**src/rtl/muldiv_seq_pkg.sv**
```systemverilog
// Shared core configuration: ALU function encodings plus the multi-cycle
// multiply/divide state type and iteration count.
package muldiv_seq_pkg;

  localparam logic [31:0] ZERO = 32'h0000_0000;

  localparam logic [4:0] ALU_ADD    = 5'd0;
  localparam logic [4:0] ALU_SUB    = 5'd1;
  localparam logic [4:0] ALU_AND    = 5'd2;
  localparam logic [4:0] ALU_OR     = 5'd3;
  localparam logic [4:0] ALU_XOR    = 5'd4;
  localparam logic [4:0] ALU_MUL    = 5'd16;
  localparam logic [4:0] ALU_MULH   = 5'd17;
  localparam logic [4:0] ALU_MULHSU = 5'd18;
  localparam logic [4:0] ALU_MULHU  = 5'd19;
  localparam logic [4:0] ALU_DIV    = 5'd20;
  localparam logic [4:0] ALU_DIVU   = 5'd21;
  localparam logic [4:0] ALU_REM    = 5'd22;
  localparam logic [4:0] ALU_REMU   = 5'd23;

  localparam int MULDIV_STEPS = 32;

  typedef enum logic [1:0] {
    IDLE   = 2'd0,
    RUN    = 2'd1,
    FINISH = 2'd2
  } muldiv_state_e;

  function automatic logic is_m_op(input logic [4:0] f);
    logic r;
    case (f)
      ALU_MUL, ALU_MULH, ALU_MULHSU, ALU_MULHU,
      ALU_DIV, ALU_DIVU, ALU_REM, ALU_REMU: r = 1'b1;
      default:                              r = 1'b0;
    endcase
    return r;
  endfunction

  function automatic logic is_div_op(input logic [4:0] f);
    logic r;
    case (f)
      ALU_DIV, ALU_DIVU, ALU_REM, ALU_REMU: r = 1'b1;
      default:                              r = 1'b0;
    endcase
    return r;
  endfunction

  function automatic logic a_is_signed(input logic [4:0] f);
    logic r;
    case (f)
      ALU_MUL, ALU_MULH, ALU_MULHSU, ALU_DIV, ALU_REM: r = 1'b1;
      default:                                         r = 1'b0;
    endcase
    return r;
  endfunction

  function automatic logic b_is_signed(input logic [4:0] f);
    logic r;
    case (f)
      ALU_MUL, ALU_MULH, ALU_DIV, ALU_REM: r = 1'b1;
      default:                             r = 1'b0;
    endcase
    return r;
  endfunction

endpackage

```
**src/rtl/muldiv_step.sv**
```systemverilog
// One iteration of the shared datapath: shift-add for multiply,
// compare-subtract-shift (restoring) for divide. Purely combinational.
module muldiv_step
  import muldiv_seq_pkg::*;
#(
  parameter int XLEN = 32
) (
  input  logic            is_div_i,
  input  logic [XLEN:0]   hi_i,
  input  logic [XLEN-1:0] lo_i,
  input  logic [XLEN-1:0] opnd_i,
  output logic [XLEN:0]   hi_o,
  output logic [XLEN-1:0] lo_o
);

  logic [XLEN:0]   sum_s;
  logic [XLEN+1:0] shl_s;
  logic [XLEN+1:0] diff_s;
  logic            ge_s;

  // Multiply: hi accumulates, product shifts right into lo. Divide: the
  // remainder borrow bit decides whether the trial subtraction is kept.
  always_comb begin
    sum_s  = hi_i + (lo_i[0] ? {1'b0, opnd_i} : {(XLEN+1){1'b0}});
    shl_s  = {hi_i, lo_i[XLEN-1]};
    diff_s = shl_s - {2'b00, opnd_i};
    ge_s   = ~diff_s[XLEN+1];
    if (is_div_i) begin
      hi_o = ge_s ? diff_s[XLEN:0] : shl_s[XLEN:0];
      lo_o = {lo_i[XLEN-2:0], ge_s};
    end else begin
      hi_o = {1'b0, sum_s[XLEN:1]};
      lo_o = {sum_s[0], lo_i[XLEN-1:1]};
    end
  end

endmodule

```
**src/rtl/muldiv_seq.sv**
```systemverilog
// Multi-cycle RV32M multiply/divide unit: operands are reduced to magnitudes,
// iterated one bit per cycle in muldiv_step, then sign-corrected and registered.
module muldiv_seq
  import muldiv_seq_pkg::*;
#(
  parameter int XLEN         = 32,
  parameter bit FAST_SPECIAL = 1'b1
) (
  input  logic            clock,
  input  logic            reset,
  input  logic            start,
  input  logic [4:0]      alu_function,
  input  logic [XLEN-1:0] operand_a,
  input  logic [XLEN-1:0] operand_b,
  output logic            busy,
  output logic            done,
  output logic [XLEN-1:0] result
);

  if (XLEN != 32) begin : g_xlen_check
    $error("muldiv_seq supports XLEN=32 only");
  end

  localparam logic [5:0] STEPS = 6'(MULDIV_STEPS);

  muldiv_state_e   state_q;
  logic [4:0]      func_q;
  logic [XLEN:0]   hi_q, hi_d;
  logic [XLEN-1:0] lo_q, lo_d;
  logic [XLEN-1:0] opnd_q;
  logic [XLEN-1:0] spec_res_q;
  logic [XLEN-1:0] result_q;
  logic [5:0]      cnt_q;
  logic            neg_q, spec_q, busy_q, done_q;

  logic            accept_s, sa_s, sb_s, div_s, div0_s, ovf_s, neg_s;
  logic [XLEN-1:0] mag_a_s, mag_b_s, spec_res_s;
  logic [2*XLEN-1:0] prod_s;
  logic [XLEN-1:0] quo_s, rem_s, fin_s;

  // Acceptance decode: magnitudes, sign flags and the early-out cases.
  always_comb begin
    accept_s = start && is_m_op(alu_function) && (state_q != RUN);
    sa_s     = a_is_signed(alu_function) && operand_a[XLEN-1];
    sb_s     = b_is_signed(alu_function) && operand_b[XLEN-1];
    mag_a_s  = sa_s ? (~operand_a + {{(XLEN-1){1'b0}}, 1'b1}) : operand_a;
    mag_b_s  = sb_s ? (~operand_b + {{(XLEN-1){1'b0}}, 1'b1}) : operand_b;
    div_s    = is_div_op(alu_function);
    div0_s   = div_s && (operand_b == {XLEN{1'b0}});
    ovf_s    = ((alu_function == ALU_DIV) || (alu_function == ALU_REM)) &&
               (operand_a == {1'b1, {(XLEN-1){1'b0}}}) && (operand_b == {XLEN{1'b1}});
    // Remainder follows the dividend; quotient and products follow the sign XOR.
    neg_s    = (alu_function == ALU_REM) ? sa_s : (sa_s ^ sb_s);
    if (div0_s) begin
      spec_res_s = ((alu_function == ALU_DIV) || (alu_function == ALU_DIVU)) ?
                   {XLEN{1'b1}} : operand_a;
    end else if (ovf_s) begin
      spec_res_s = (alu_function == ALU_DIV) ? {1'b1, {(XLEN-1){1'b0}}} : {XLEN{1'b0}};
    end else begin
      spec_res_s = {XLEN{1'b0}};
    end
  end

  muldiv_step #(.XLEN(XLEN)) u_step (
    .is_div_i (is_div_op(func_q)),
    .hi_i     (hi_q),
    .lo_i     (lo_q),
    .opnd_i   (opnd_q),
    .hi_o     (hi_d),
    .lo_o     (lo_d)
  );

  // Sign fix and result selection applied on the completion cycle.
  always_comb begin
    prod_s = {hi_q[XLEN-1:0], lo_q};
    if (neg_q) begin
      prod_s = ~prod_s + {{(2*XLEN-1){1'b0}}, 1'b1};
    end else begin
      prod_s = prod_s;
    end
    quo_s = neg_q ? (~lo_q + {{(XLEN-1){1'b0}}, 1'b1}) : lo_q;
    rem_s = neg_q ? (~hi_q[XLEN-1:0] + {{(XLEN-1){1'b0}}, 1'b1}) : hi_q[XLEN-1:0];
    case (func_q)
      ALU_MUL:                        fin_s = prod_s[XLEN-1:0];
      ALU_MULH, ALU_MULHSU, ALU_MULHU: fin_s = prod_s[2*XLEN-1:XLEN];
      ALU_DIV, ALU_DIVU:              fin_s = quo_s;
      ALU_REM, ALU_REMU:              fin_s = rem_s;
      default:                        fin_s = {XLEN{1'b0}};
    endcase
    if (spec_q) begin
      fin_s = spec_res_q;
    end else begin
      fin_s = fin_s;
    end
  end

  // Control FSM, iteration counter and registered outputs.
  always_ff @(posedge clock) begin
    if (reset) begin
      state_q    <= IDLE;
      func_q     <= 5'd0;
      hi_q       <= {(XLEN+1){1'b0}};
      lo_q       <= {XLEN{1'b0}};
      opnd_q     <= {XLEN{1'b0}};
      spec_res_q <= {XLEN{1'b0}};
      result_q   <= ZERO;
      cnt_q      <= 6'd0;
      neg_q      <= 1'b0;
      spec_q     <= 1'b0;
      busy_q     <= 1'b0;
      done_q     <= 1'b0;
    end else begin
      case (state_q)
        IDLE, FINISH: begin
          done_q <= 1'b0;
          if (accept_s) begin
            state_q    <= RUN;
            busy_q     <= 1'b1;
            func_q     <= alu_function;
            neg_q      <= neg_s;
            spec_q     <= div0_s || ovf_s;
            spec_res_q <= spec_res_s;
            hi_q       <= {(XLEN+1){1'b0}};
            lo_q       <= div_s ? mag_a_s : mag_b_s;
            opnd_q     <= div_s ? mag_b_s : mag_a_s;
            // Early-out cases jump the counter so the next cycle completes.
            cnt_q      <= (FAST_SPECIAL && (div0_s || ovf_s)) ? STEPS : 6'd0;
          end else begin
            state_q <= IDLE;
            busy_q  <= 1'b0;
          end
        end
        RUN: begin
          if (cnt_q == STEPS) begin
            state_q  <= FINISH;
            result_q <= fin_s;
            busy_q   <= 1'b0;
            done_q   <= 1'b1;
          end else begin
            hi_q  <= hi_d;
            lo_q  <= lo_d;
            cnt_q <= cnt_q + 6'd1;
          end
        end
        default: begin
          state_q <= IDLE;
          busy_q  <= 1'b0;
          done_q  <= 1'b0;
        end
      endcase
    end
  end

  assign busy   = busy_q;
  assign done   = done_q;
  assign result = result_q;

endmodule

```
**config.mk**
```make
export PLATFORM = sky130hd
export DESIGN_NAME = muldiv_seq
export DESIGN_NICKNAME = d
export VERILOG_FILES = /design/src/rtl/muldiv_seq_pkg.sv /design/src/rtl/muldiv_step.sv /design/src/rtl/muldiv_seq.sv
export SDC_FILE = /design/constraint.sdc
export NUM_CORES = 1
export LEC_CHECK = 0
export ABC_AREA = 1
export CAP_MARGIN = 20
export CORE_MARGIN = 4
export CORE_UTILIZATION = 45
export DETAILED_ROUTE_END_ITERATION = 10
export SYNTH_ARGS = -nofsm -noshare
export SYNTH_HDL_FRONTEND = slang
export SYNTH_SLANG_ARGS = --single-unit
```
**constraint.sdc**
```tcl
create_clock -name clock -period 3.6 [get_ports clock]
set_input_delay 0.54 -clock clock [delete_from_list [all_inputs] [get_ports clock]]
set_output_delay 0.54 -clock clock [all_outputs]
set_load 0.02 [all_outputs]
```
==> metrics.txt, run 1 <==
status=complete, no violations; core area=around 0.04 sq mm; Worst path depth=15; Seq/Total Area, Yosys=19.6%; Crit Path Class=reg2reg; Post-CTS Hold Fix Bufs=0; drt pass-1 iters=6; layout cells sized above 1=6.12%; critical path data required time=slightly below 4 ns; IO Count=106; met3 Use GR=between 7 and 8%; Avg Inst Size Synth=around 5.7 sq um; Crit path max-delay family=compound AO/OA/AOI/OAI gates; RSZ-0062 raised after global routing=false; Final Max Tran Viols=0; CP startpoint=hi_q[0]; Synth warnings=0; Hold Violations, Final=0; Die Wd=209 um; Die ar.=approximately 0.044 sq mm; cells along the critical path=ha_1 -> inv_1 -> fa_1 -> inv_1 -> nand2_1 -> o21ai_2 -> a21oi_1 -> o21ai_0 -> nand2_1 -> nand2_1 -> nand2_1 -> nand3_1 -> nand2_1 -> nand2_1 -> a21oi_1; Max-cap violations=0; crit path time final=approximately 3.2 ns; Setup crit start kind=flop; Achievable Freq=between 300 and 400 MHz; initial antenna violation count=1; clk slew on worst S/H paths=roughly 0.080 ns; vias in the first global route=around 21000; R2R cell count=15; Pleak=~9.4 nW; largest net degree at the start of global routing=93; slowest cell delay on critical path=between 0.5 and 0.6 ns; RR Startpoint=hi_q[0]; routed len/inst=around 23 um; total CTS buffers=17; CP max stage cell=dfxtp_1; clk buf depth=2; DRT Wirelength=86.2 mm; CP Data Arrival Time=between 3 and 4 ns; Synth Net Count=3369; number of synthesized register bits=178; met2 Use GR=a little under three fifths; Initial Util=45.7%; FF-to-FF setup slack=about 0.42 ns; Hold WC Path Type=reg2reg; Die Y=209 um; GPL Wtd Cong=roughly 1.1; maximum net fanout on the critical path=9; fin crit share=about nine tenths; Placed Instances=roughly 3800; Vias=22800; CP Buf/Inv Count=2; Skew-Pair Late Insertion Delay=around 0.50 ns; first-pass GRT wire length=128 mm; Setup TNS Final=0 ns; met1 GRT Util=a little over half; non-filler cells, final=around 3800; H-Tree Depth=4; post-CTS setup buffers=0; busiest grt layer=met2; Synth cell types=56; area grow syn2layout=12.7%; synthesized cell area=roughly 0.018 sq mm; total grt overflow=0; crit end category=flop; post-route ant nets=0; Resize count post-CTS=0; Port Buffers=approximately 110; Rel. slew slack=between 30% and 40%; cell row count=73; final net count=between 3000 and 4000; cells after synthesis=between 3000 and 4000; Via-to-Cell Ratio=between 5 and 6; Critical Path Most Common Cell=nand2_1; Residual DRC=0; CTS tree=built; Final setup viols=0; Worst Skew=~0.015 ns; worst vdd ir=0.382 mV; CTS root buf=clkbuf_16; detailed placer's ending HPWL=between 60 and 70 mm; All-Layer GR Usage=between 30% and 40%; CTS Sinks=178; Starting DRT DRC Count=roughly 3100; Worst-Margin Slew=0.928 ns; CP endpoint=hi_q[31]; pwr/cell area=roughly 290 mW/mm^2; Reg2Reg Capture Point=hi_q[31]
==> flip-flops by register name, indices dropped and copies added (netlist names) <==
| signal | flops |
|---|---|
| hi_q | 33 |
| lo_q | 32 |
| opnd_q | 32 |
| result | 32 |
| spec_res_q | 32 |
| cnt_q | 6 |
| func_q | 5 |
| state_q | 2 |
| busy | 1 |
| done | 1 |
| neg_q | 1 |
| spec_q | 1 |
==> cell type report <==
type / count / area (sq um)
Timing Repair Buffer: 177 / 1600
Sequential cell: 178 / 3560
Clock inverter: 14 / 176
Clock buffer: 18 / 439
Tap cell: 525 / 657
Fill cell: 4271 / 19400
Antenna cell: 1 / 2.50
Multi-Input combinational cell: 2528 / 12700
Inverter: 385 / 1450
==> logic make-up (layout without fill, tap and decap cells) <==
| family | after synthesis | after routing | share of synthesized area (%) |
|---|---|---|---|
| AND/OR/NAND/NOR | 1656 | 1656 | 38.8 |
| AO/OA/AOI/OAI | 718 | 718 | 21.5 |
| adder cells (fa/ha/maj) | 73 | 73 | 5.10 |
| XOR/XNOR | 81 | 81 | 3.89 |
| buffers and inverters | 518 | 594 | 11.2 |
| other | 0 | 1 | 0 |
| flip-flops | 178 | 178 | 19.6 |
==> tightest hold or removal path, cell delays in order, from the launching register on <==
cell and delay [ns]:
dfxtp_1 0.34, nand2_1 0.05, o21ai_0 0.05
==> worst min path at each step <==
stage,to,start,slack [ns],cells after the start
6_report,spec_res_q[15],spec_res_q[15],0.47,2
5_1_grt,spec_res_q[0],spec_res_q[0],0.49,2
4_1_cts,spec_res_q[0],spec_res_q[0],0.47,2
3_5_place_dp,spec_res_q[0],spec_res_q[0],0.45,2
3_3_place_gp,spec_res_q[0],spec_res_q[0],0.44,2
2_1_floorplan,spec_res_q[31],spec_res_q[31],0.43,2
==> cell usage in the layout (no fill, tap or decap), types with 17 or more instances in the layout <==
master,instances
nand2_1,859
inv_1,367
nor2_1,315
nand3_1,307
o21ai_0,293
a21oi_1,271
dfxtp_1,177
clkdlybuf4s50_1,104
ha_1,71
buf_4,71
xor2_1,65
nand4_1,42
nor3_1,39
o211ai_1,37
o21ai_1,23
a31oi_1,23
nand2_2,22
clkbuf_16,17
==> stage by stage <==
| stage | instance area [sq um] | hold slack (ns) | utilization, % | worst slack, ns | total power [mW] |
|---|---|---|---|---|---|
| 3_5_place_dp | 19900 | 0.446 | 49.9 | 0.347 | 3.84 |
| 4_1_cts | 20500 | 0.467 | 51.4 | 0.480 | 5.83 |
| 3_3_place_gp | 19900 | 0.439 | 49.9 | 0.301 | 3.84 |
| 5_1_grt | 20500 | 0.492 | 51.4 | 0.161 | 6.11 |
| 6_report | 20500 | 0.468 | 51.5 | 0.421 | 5.88 |
| 2_1_floorplan | 18200 | 0.426 | - | 0.939 | 3.24 |
==> where the power goes <==
| group | internal, mW | switching, mW |
|---|---|---|
| sequential | 2.03 | 0.0955 |
| combinational | 0.511 | 1.23 |
| clock | 0.967 | 1.05 |
==> Yosys cell counts (all sizes together) <==
| master | instances | area (sq um) |
|---|---|---|
| a211oi | 2 | 20.0 |
| a21boi | 4 | 30.0 |
| a21o | 8 | 60.1 |
| a21oi | 283 | 1460 |
| a221oi | 2 | 17.5 |
| a31oi | 23 | 144 |
| a32o | 1 | 10.0 |
| and2 | 2 | 12.5 |
| buf | 48 | 266 |
| clkbuf | 85 | 319 |
| clkinv | 4 | 16.3 |
| dfxtp | 178 | 3560 |
| fa | 2 | 40.0 |
| ha | 71 | 888 |
| inv | 381 | 1430 |
| nand2 | 882 | 3370 |
| nand3 | 312 | 1590 |
| nand3b | 11 | 82.6 |
| nand4 | 42 | 263 |
| nor2 | 333 | 1300 |
| nor3 | 44 | 258 |
| nor3b | 3 | 27.5 |
| nor4 | 14 | 87.6 |
| o2111ai | 1 | 8.76 |
| o211ai | 37 | 278 |
| o21a | 5 | 37.5 |
| o21ai | 319 | 1620 |
| o21bai | 13 | 97.6 |
| o221ai | 1 | 8.76 |
| o22ai | 15 | 93.8 |
| o31ai | 3 | 27.5 |
| o32ai | 1 | 8.76 |
| or2 | 12 | 75.1 |
| or3 | 1 | 6.26 |
| xnor2 | 16 | 140 |
| xor2 | 65 | 569 |
==> routing by layer <==
layer | wire length (um) | vias to the layer above
met4 | 4020 | 0
met3 | 9600 | 195
met1 | 36500 | 10600
met5 | 0 | -
met2 | 36100 | 1300
li1 | - | 10800
Note: power is estimated with default switching activity, not from simulation.
==> run 2: changes to the inputs <==
- CORE_UTILIZATION: 45 -> 46
==> metrics.txt, run 2 (synthesized netlist as in run 1, its figures left out) <==
status=complete, no violations (unchanged); Skew-Pair Late Insertion Delay=0.45 ns (was 0.50 ns); total grt overflow=0 (unchanged); largest net degree at the start of global routing=93 (unchanged); initial antenna violation count=4 (was 1); FF-to-FF setup slack=0.36 ns (was 0.42 ns); clk slew on worst S/H paths=0.08 ns (about the same); Post-CTS Hold Fix Bufs=0 (unchanged); Net Sw Frac=38.8% (was 40.4%); core area=0.0389 sq mm (was 0.0399 sq mm); Final Max Tran Viols=0 (unchanged); cell row count=72 (was 73); setup slack after layout=0.356 ns (was 0.421 ns); Hold WC Path Type=in2reg (was reg2reg); Place WS=0.412 ns (was 0.347 ns); Resize count post-CTS=0 (unchanged); CP max stage cell=o21ai_0 (was dfxtp_1); Via-to-Cell Ratio=6.00 (was 5.97); Min Hold Slack=0.360 ns (was 0.468 ns); Max-cap violations=0 (unchanged); Starting DRT DRC Count=3431 (was 3076); H-Tree Depth=4 (unchanged); pwr/cell area=279 mW/mm^2 (was 286 mW/mm^2); hold path cells=2 (unchanged); drt pass-1 iters=7 (was 6); Crit path max-delay family=compound AO/OA/AOI/OAI gates (unchanged); Pleak=9.38 nW (was 9.42 nW); Most flops, register=hi_q (unchanged); Final Util=52.6% (was 51.5%); hold path startpoint=reset (was spec_res_q[15]); Worst Skew=0.0148 ns (was 0.0145 ns); fin area=0.0205 sq mm (about the same); Residual DRC=0 (unchanged); leading cell types in the layout, fill and taps excluded=nand2_1, inv_1, nor2_1, nand3_1, o21ai_0 (unchanged); routed len/inst=22.4 um (was 22.5 um); Comb power frac=31.0% (was 29.6%); post-route ant nets=0 (unchanged); CTS tree=built (unchanged); commonest non-fill, non-tap cell in the layout=nand2_1 (unchanged); total CTS buffers=17 (unchanged); area grow syn2layout=12.3% (was 12.7%); sequential power share=37.2% (was 36.1%); GPL Wtd Cong=1.07 (was 1.05); slowest cell delay on critical path=0.62 ns (was 0.59 ns); clk buf depth=2 (unchanged); Reg area=0.00356 sq mm (unchanged); area of the multi-input gates=0.0127 sq mm (unchanged); Final setup viols=0 (unchanged); Hold Violations, Final=0 (unchanged); Placed Area=0.0199 sq mm (about the same); Port Buffers=105 (unchanged); first-pass GRT wire length=127 mm (was 128 mm); Setup TNS Final=0 ns (unchanged); CP Data Arrival Time=3.57 ns (was 3.52 ns); hold endpoint=func_q[4] (was spec_res_q[15]); cells along the critical path=ha_1 -> inv_1 -> fa_1 -> inv_1 -> nand2_1 -> o21ai_2 -> a21oi_1 -> o21ai_0 -> nand2_1 -> nand2_1 -> nand2_1 -> nand3_1 -> nand2_1 -> nand2_1 -> a21oi_1 (unchanged); max reg flops=33 (unchanged); clock share of power=31.8% (was 34.3%); CTS root buf=clkbuf_16 (unchanged); Die ar.=0.0429 sq mm (was 0.0438 sq mm); Critical Path Most Common Cell=nand2_1 (unchanged); worst vdd ir=0.379 mV (was 0.382 mV); RR Startpoint=hi_q[0] (unchanged); Die Wd=207 um (was 209 um); fin crit share=90.1% (was 88.3%); detailed placer's ending HPWL=69.9 mm (about the same); Worst-Margin Slew=0.916 ns (was 0.928 ns); Initial Util=46.8% (was 45.7%); Rel. slew slack=38.8% (was 38.1%); internal power=3.49 mW (was 3.51 mW); CTS Sinks=178 (unchanged); Placed Instances=3786 (was 3793); maximum net fanout on the critical path=9 (unchanged); layout cells sized above 1=6.00% (was 6.12%); CP Buf/Inv Count=2 (unchanged); DRT Wirelength=85.6 mm (was 86.2 mm); crit end category=flop (unchanged); Reg2Reg Capture Point=hi_q[31] (unchanged); Setup crit start kind=flop (unchanged); non-filler cells, final=3817 (was 3826); Crit Path Class=reg2reg (unchanged); vias in the first global route=20900 (was 20700); Die Y=207 um (was 209 um); Vias=22900 (was 22800); final net count=3432 (unchanged); IO Count=106 (unchanged); crit path time final=3.24 ns (was 3.18 ns); R2R cell count=15 (unchanged); Achievable Freq=308 MHz (was 315 MHz); fill count=4204 (was 4271); RSZ-0062 raised after global routing=false (unchanged); critical path data required time=3.92 ns (was 3.94 ns); total chip power=5.70 mW (was 5.88 mW); post-CTS setup buffers=0 (unchanged); All-Layer GR Usage=37.8% (about the same); Sw Pwr=2.21 mW (was 2.38 mW)
[run 2: power by group through the flow]
| stage | Combinational [mW] | Sequential (mW) | Clock (mW) |
|---|---|---|---|
| after floorplan | 1.12 | 2.12 | 0 |
| after global placement | 1.69 | 2.16 | 0 |
| after detailed placement | 1.69 | 2.16 | 0 |
| after CTS | 1.70 | 2.11 | 1.81 |
| after global routing | 1.90 | 2.12 | 1.89 |
| final | 1.77 | 2.12 | 1.82 |
[run 2: how the worst max path moves through the flow]
stage / from / end / slack [ns] / cells after the start
final: hi_q[0] / hi_q[31] / 0.36 / 15
after global routing: hi_q[0] / hi_q[31] / 0.15 / 15
after CTS: hi_q[0] / hi_q[31] / 0.40 / 15
after detailed placement: operand_a[0] / lo_q[14] / 0.41 / 11
after global placement: operand_b[5] / lo_q[26] / 0.40 / 11
after floorplan: lo_q[0] / hi_q[29] / 0.94 / 19
[run 2: per-layer routing]
layer	wire, um	track usage, %
met1	35100	52.9
met2	34500	54.2
met3	11400	9.94
met4	4610	17.0
met5	46	0
[run 2: final cells by class]
class	instances	area share, %
Multi-Input combinational cell	2528	61.9
Sequential cell	178	17.4
Timing Repair Buffer	177	7.82
Inverter	385	7.07
Tap cell	518	3.17
Clock buffer	19	2.12
Clock inverter	11	0.532
Antenna cell	1	0.0122
